### src/rtl/ifu_fetch_bp_pkg.sv
// Shared types for the instruction fetch front end.
//   br_type_e     : resolved branch kinds reported by decode
//   fetch_state_e : fetch sequencer states
//   fetch_pkt_t   : packet handed to decode {inst, pc, pred_res}
//   word_align()  : clears the byte offset of an address
package ifu_fetch_bp_pkg;

    localparam logic [31:0] RESET_PC_DEFAULT = 32'h3000_0000;

    typedef enum logic [1:0] {
        BR_TYPE_JAL  = 2'd0,
        BR_TYPE_JALR = 2'd1,
        BR_TYPE_B    = 2'd2,
        BR_TYPE_NONE = 2'd3
    } br_type_e;

    typedef enum logic [1:0] {
        StReq,
        StWait,
        StDrop,
        StHold
    } fetch_state_e;

    typedef struct packed {
        logic [31:0] inst;
        logic        pred_res;
        logic [31:0] pc;
    } fetch_pkt_t;

    function automatic logic [31:0] word_align(input logic [31:0] addr);
        return addr & ~32'd3;
    endfunction

endpackage

### src/rtl/ifu_btb.sv
// Direct-mapped branch target buffer.
//   clock, reset      : clock and synchronous active-low reset (clears valid bits only)
//   i_lookup_word     : fetch PC without its byte offset (pc[31:2]), combinational lookup
//   o_hit, o_target   : lookup result; target is meaningful only when o_hit is set
//   i_we, i_waddr_word: write strobe and PC (pc[31:2]) of the entry to train
//   i_wtarget         : target stored with the entry
module ifu_btb
    import ifu_fetch_bp_pkg::*;
#(
    parameter int unsigned ENTRIES = 8
) (
    input  logic        clock,
    input  logic        reset,
    input  logic [29:0] i_lookup_word,
    output logic        o_hit,
    output logic [31:0] o_target,
    input  logic        i_we,
    input  logic [29:0] i_waddr_word,
    input  logic [31:0] i_wtarget
);

    localparam int unsigned IDX   = $clog2(ENTRIES);
    localparam int unsigned TAG_W = 30 - IDX;

    logic [ENTRIES-1:0] r_valid;
    logic [TAG_W-1:0]   r_tag    [ENTRIES];
    logic [31:0]        r_target [ENTRIES];

    logic [IDX-1:0]     w_ridx;
    logic [IDX-1:0]     w_widx;
    logic [TAG_W-1:0]   w_rtag;
    logic [TAG_W-1:0]   w_wtag;

    assign w_ridx = i_lookup_word[IDX-1:0];
    assign w_rtag = i_lookup_word[29:IDX];
    assign w_widx = i_waddr_word[IDX-1:0];
    assign w_wtag = i_waddr_word[29:IDX];

    // Reads see the pre-write contents when a write hits the same index this cycle.
    assign o_hit    = r_valid[w_ridx] && (r_tag[w_ridx] == w_rtag);
    assign o_target = r_target[w_ridx];

    always_ff @(posedge clock) begin
        if (!reset) begin
            r_valid <= '0;
        end else if (i_we) begin
            r_valid[w_widx] <= 1'b1;
        end
    end

    // Payload needs no reset: a cleared valid bit masks stale contents.
    always_ff @(posedge clock) begin
        if (i_we) begin
            r_tag[w_widx]    <= w_wtag;
            r_target[w_widx] <= i_wtarget;
        end
    end

endmodule

### src/rtl/ifu_fetch_bp.sv
// Instruction fetch front end with BTB next-PC prediction.
//   clock, reset      : clock and synchronous active-low reset
//   imem_req_*        : one-at-a-time fetch request (valid/ready, word-aligned address)
//   imem_rsp_*        : single-cycle response strobe and instruction word
//   master_valid/ready: fetch packet handshake towards decode
//   inst, pc, pred_res: fetch packet; pred_res=1 means BTB hit, predicted taken
//   inst_kill         : one-cycle registered flush pulse following a redirect
//   br_*              : branch resolution from decode; JAL commits train the BTB,
//                       br_error redirects fetch to br_npc
module ifu_fetch_bp
    import ifu_fetch_bp_pkg::*;
#(
    parameter logic [31:0] RESET_PC    = RESET_PC_DEFAULT,
    parameter int unsigned BTB_ENTRIES = 8
) (
    input  logic        clock,
    input  logic        reset,
    output logic        imem_req_valid,
    input  logic        imem_req_ready,
    output logic [31:0] imem_req_addr,
    input  logic        imem_rsp_valid,
    input  logic [31:0] imem_rsp_data,
    output logic        master_valid,
    input  logic        master_ready,
    output logic [31:0] inst,
    output logic [31:0] pc,
    output logic        pred_res,
    output logic        inst_kill,
    input  logic        br_commit,
    input  logic        br_error,
    input  logic [31:0] br_pc,
    input  logic [31:0] br_npc,
    input  logic [1:0]  br_type
);

    fetch_state_e r_state, w_state_nxt;
    logic         r_run;
    logic [31:0]  r_fetch_pc, w_fetch_pc_nxt;
    logic [31:0]  r_req_pc, w_req_pc_nxt;
    logic         r_req_pred, w_req_pred_nxt;
    fetch_pkt_t   r_pkt, w_pkt_nxt;
    logic         r_mvalid, w_mvalid_nxt;
    logic         r_kill;

    logic         w_hit;
    logic [31:0]  w_target;
    logic         w_accept;
    logic         w_btb_we;

    ifu_btb #(
        .ENTRIES (BTB_ENTRIES)
    ) u_btb (
        .clock         (clock),
        .reset         (reset),
        .i_lookup_word (r_fetch_pc[31:2]),
        .o_hit         (w_hit),
        .o_target      (w_target),
        .i_we          (w_btb_we),
        .i_waddr_word  (br_pc[31:2]),
        .i_wtarget     (br_npc)
    );

    // Training runs regardless of fetch state or redirects.
    assign w_btb_we = br_commit && (br_type_e'(br_type) == BR_TYPE_JAL);

    // r_run holds off the first request until the cycle after reset releases.
    assign imem_req_valid = (r_state == StReq) && r_run;
    assign imem_req_addr  = r_fetch_pc;
    assign w_accept       = imem_req_valid && imem_req_ready;

    assign master_valid = r_mvalid;
    assign inst         = r_pkt.inst;
    assign pc           = r_pkt.pc;
    assign pred_res     = r_pkt.pred_res;
    assign inst_kill    = r_kill;

    always_comb begin
        w_state_nxt    = r_state;
        w_fetch_pc_nxt = r_fetch_pc;
        w_req_pc_nxt   = r_req_pc;
        w_req_pred_nxt = r_req_pred;
        w_pkt_nxt      = r_pkt;
        w_mvalid_nxt   = r_mvalid;

        unique case (r_state)
            StReq: begin
                if (w_accept) begin
                    w_req_pc_nxt   = r_fetch_pc;
                    w_req_pred_nxt = w_hit;
                    w_fetch_pc_nxt = w_hit ? word_align(w_target) : r_fetch_pc + 32'd4;
                    w_state_nxt    = StWait;
                end
            end
            StWait: begin
                if (imem_rsp_valid) begin
                    w_pkt_nxt.inst     = imem_rsp_data;
                    w_pkt_nxt.pc       = r_req_pc;
                    w_pkt_nxt.pred_res = r_req_pred;
                    w_mvalid_nxt       = 1'b1;
                    w_state_nxt        = StHold;
                end
            end
            StHold: begin
                if (r_mvalid && master_ready) begin
                    w_mvalid_nxt = 1'b0;
                    w_state_nxt  = StReq;
                end
            end
            StDrop: begin
                if (imem_rsp_valid) begin
                    w_state_nxt = StReq;
                end
            end
            default: begin
                w_state_nxt = StReq;
            end
        endcase

        // Redirect overrides everything above, including a same-cycle transfer or response.
        if (br_error) begin
            w_fetch_pc_nxt = word_align(br_npc);
            w_mvalid_nxt   = 1'b0;
            w_pkt_nxt      = r_pkt;
            unique case (r_state)
                StReq:   w_state_nxt = w_accept ? StDrop : StReq;
                StWait:  w_state_nxt = imem_rsp_valid ? StReq : StDrop;
                StHold:  w_state_nxt = StReq;
                StDrop:  w_state_nxt = imem_rsp_valid ? StReq : StDrop;
                default: w_state_nxt = StReq;
            endcase
        end
    end

    always_ff @(posedge clock) begin
        if (!reset) begin
            r_state    <= StReq;
            r_run      <= 1'b0;
            r_fetch_pc <= RESET_PC;
            r_req_pc   <= '0;
            r_req_pred <= 1'b0;
            r_pkt      <= '0;
            r_mvalid   <= 1'b0;
            r_kill     <= 1'b0;
        end else begin
            r_state    <= w_state_nxt;
            r_run      <= 1'b1;
            r_fetch_pc <= w_fetch_pc_nxt;
            r_req_pc   <= w_req_pc_nxt;
            r_req_pred <= w_req_pred_nxt;
            r_pkt      <= w_pkt_nxt;
            r_mvalid   <= w_mvalid_nxt;
            r_kill     <= br_error;
        end
    end

endmodule

### config.mk
export PLATFORM = sky130hd
export DESIGN_NAME = ifu_fetch_bp
export DESIGN_NICKNAME = d
export VERILOG_FILES = /design/src/rtl/ifu_fetch_bp_pkg.sv /design/src/rtl/ifu_btb.sv /design/src/rtl/ifu_fetch_bp.sv
export SDC_FILE = /design/constraint.sdc
export NUM_CORES = 1
export LEC_CHECK = 0
export BUFFER_PORTS_ARGS = -buffer_cell sky130_fd_sc_hd__buf_2
export CAP_MARGIN = 15
export CORE_MARGIN = 2
export CORE_UTILIZATION = 50
export CTS_BUF_LIST = sky130_fd_sc_hd__clkbuf_8
export DETAILED_ROUTE_END_ITERATION = 6
export GPL_ROUTABILITY_DRIVEN = 0
export PLACE_DENSITY = 0.78
export REMOVE_ABC_BUFFERS = 1
export SKIP_LAST_GASP = 1
export SLEW_MARGIN = 25
export SYNTH_ARGS = -nofsm -noshare
export SYNTH_HDL_FRONTEND = slang
export SYNTH_SLANG_ARGS = --single-unit
### constraint.sdc
create_clock -name clock -period 7.38 [get_ports clock]
set_clock_uncertainty 0.05 [all_clocks]
set_input_delay 1.476 -clock clock [delete_from_list [all_inputs] [get_ports clock]]
set_output_delay 1.476 -clock clock [all_outputs]
set_load 0.03 [all_outputs]
==> key figures <==
Detailed routing
  • WL final: 56.4 mm
  • Starting DRT DRC Count: 1493
  • Final ANT Viol Nets: 0
  • Via-to-Cell Ratio: 5.87
  • WL per Instance: 22.9 um
  • DRT Pass-1 Iters: 5
  • Via count: 14439
  • # DRC: 0

Setup path
  • Crit Path Class: flip-flop to flip-flop
  • Max FO, Critical Path: 43
  • Critical Path AT: 5.21 ns
  • CP Capture Type: flip-flop
  • Kind of cell adding the most delay to the critical path: multiplexers
  • Crit path buf inv count: 2
  • Delay of the slowest cell on the worst path: 0.75 ns
  • Required @ worst endpoint: 7.87 ns
  • Critical-path top delay cell: dfxtp_4
  • Most frequent CP cell: buf_4
  • Crit path cell chain: buf_4, mux4_2, mux2i_1, o21ai_0, a2111oi_0, nand3_1, nor3_4, buf_4, mux2_2, a32o_1
  • Startpoint types: flip-flop

Synthesis
  • Cells after Synth: 1534
  • Syn avg cell area: 15.6 um^2
  • Compound-Gate Fraction of Synth Area: 0.0636
  • Largest family of logic cells by synthesized area: multiplexers
  • Post-Synth Simple-Gate Area: 0.0714
  • Post-synthesis mux area share: 0.134
  • Ys async rst share: 0
  • Area of the mapped netlist: 23900 um^2
  • Sequential-to-total area share from yosys stat: 0.694
  • Synth Area in XOR/XNOR: 0.0150
  • Post-synth EDFFs: 456
  • Primary FF master, synth: edfxtp_1
  • Post-Synth Adder-Cell Area: 0.00313
  • #FFs+latches synth: 602
  • Yosys cell types: 57
  • Ys Warns: 0

CTS
  • Clock transition at path regs: 0.07 ns
  • Post-CTS sizing: 0
  • Worst-Skew Late Latency: 0.66 ns
  • Setup Fix Bufs, Post-CTS: 0
  • H-tree levels: 3
  • # hold bufs at CTS: 0
  • Deepest clock path buffer count: 3
  • CTS tree: yes
  • Sink Count: 602
  • Root Buffer: clkbuf_8
  • Num CTS Buffers: 93

Timing
  • Worst Max-Slew Pin Slew: 1.01 ns
  • Slew headroom: 0.329
  • Setup-failing EPs final: 0
  • Final period utilization: 0.639
  • Final hold viol count: 0
  • RSZ-0062 raised after global routing: no
  • Final slew viol count: 0
  • F_max: 0.212 GHz
  • Final TNS setup: 0 ns
  • Fin crit period: 4.71 ns

Pwr
  • Pleak: 9.22 nW
  • PD cells: 252 nW/um^2
  • Worst vdd ir: 148 uV

Cells and area
  • Fill cell count: 3565
  • P&R area growth vs syn: 15.0%
  • Most common cell after layout, fill and taps aside: edfxtp_1
  • Final core occ: 0.579
  • Final #Nets: 1878
  • Share of cells above drive strength 1: 0.274
  • Most frequent cells in the layout: 456 x edfxtp_1, 228 x nand2_1, 199 x buf_2

Global routing
  • Grt total ovfl: 0
  • Vias in the first global route: 14329
  • Total GRT Usage: 0.228
  • Initial antenna violation count: 12
  • Largest net degree at the start of global routing: 97
  • First-pass GRT wire length: 84.9 mm

Placement
  • DP HPWL: 34.4 mm
  • Buffers on Ports: 200

Floorplanning
  • Row cnt: 80
  • Core area: 47500 um^2
  • Die ar.: 49700 um^2
  • Die W: 223 um
  • # IOs: 205
  • Initial core utilization: 0.504
  • Die Y: 223 um

Status
  • Status: finished clean

Worst hold path
  • Hold Crit Class: flip-flop to flip-flop

Run
  • Max Cap Viol: 0
[cells in the mapped netlist (all sizes together), types with 3 or more instances]
library cell | number | area share
o21ai | 26 | 0.0054
inv | 4 | 0.00063
edfxtp | 456 | 0.57
nor2 | 34 | 0.0053
clkbuf | 56 | 0.0088
and2 | 3 | 0.00078
and3 | 22 | 0.0057
a22oi | 3 | 0.00094
and4 | 3 | 0.0011
xnor2 | 27 | 0.0099
dfxtp | 146 | 0.12
o2111ai | 5 | 0.0018
mux2 | 17 | 0.0080
or3 | 16 | 0.0042
o31ai | 6 | 0.0019
nand4 | 4 | 0.0010
buf | 37 | 0.0090
a21boi | 99 | 0.031
o21a | 11 | 0.0034
nor2b | 5 | 0.0013
mux4 | 106 | 0.10
nor3 | 17 | 0.0040
a21oi | 31 | 0.0065
nor4 | 9 | 0.0026
nand3 | 26 | 0.0054
ha | 6 | 0.0031
mux2i | 64 | 0.027
a2111oi | 3 | 0.0011
xor2 | 14 | 0.0051
a31oi | 15 | 0.0039
nand2 | 229 | 0.036
nand2b | 6 | 0.0016
[flip-flops by register name (all words and copies together), names as in the netlist, 2 cells and up, named ones only]
name,cells
u_btb.r_valid,8
inst,32
r_state,2
imem_req_addr,32
u_btb.r_tag,216
u_btb.r_target,240
r_req_pc,32
pc,32
[through the flow]
step / setup slack [ns] / hold slack [ns] / power (W) / area (um^2) / instances
2_1_floorplan: 0.277 / 0.385 / 0.00413 / 23500 / 1441
3_3_place_gp: 2.91 / 0.391 / 0.00429 / 25600 / 2282
3_5_place_dp: 2.78 / 0.398 / 0.00431 / 25700 / 2286
4_1_cts: 2.69 / 0.413 / 0.00699 / 27500 / 2453
5_1_grt: 2.52 / 0.427 / 0.00717 / 27500 / 2456
6_report: 2.67 / 0.410 / 0.00694 / 27500 / 2459
[cell type report]
cell class / instances / area [um^2] / area share
multi-input cells: 834 / 6950 / 0.252
well taps: 615 / 769 / 0.0279
flip-flops and latches: 602 / 16600 / 0.604
repair buffers: 231 / 1330 / 0.0484
clock buffers: 106 / 1460 / 0.0530
diodes: 5 / 12.5 / 0.000454
inverters: 5 / 18.8 / 0.000681
clock inverters: 61 / 374 / 0.0136
[per-layer routing]
metal,routed length [um],GRT usage,share of wire
met4,1260,0.0714,0.022
met3,4730,0.0575,0.084
met5,89,0,0.0016
met2,27200,0.369,0.48
met1,23200,0.305,0.41
[worst paths after layout]
kind,from,endpoint,slack (ns),depth (start not counted)
worst max register to register,flip-flop,flip-flop,2.67,10
worst max-delay path,flip-flop,flip-flop,2.67,10
worst min-delay path,inst[9],inst[9],0.41,2
worst min register to register,inst[9],inst[9],0.41,2
[power breakdown]
part	total (W)	internal [W]	switching, W
combinational	0.000468	0.000200	0.000268
clock	0.00270	0.00145	0.00125
sequential	0.00377	0.00369	0.0000762
[worst min-delay path, cell delays in order (launching register included)]
cell	delay [ns]
dfxtp_1	0.30
nand2_1	0.04
a21boi_0	0.06
[cell families after synthesis]
| kind of cell | after synthesis |
|---|---|
| AOI/OAI and AO/OA | 219 |
| xor gates and xnor gates | 41 |
| adders and majority gates | 6 |
| buffers and inverters | 98 |
| DFF | 602 |
| muxes | 187 |
| and+or+nand+nor | 381 |
(Power assumes the default switching activity.)
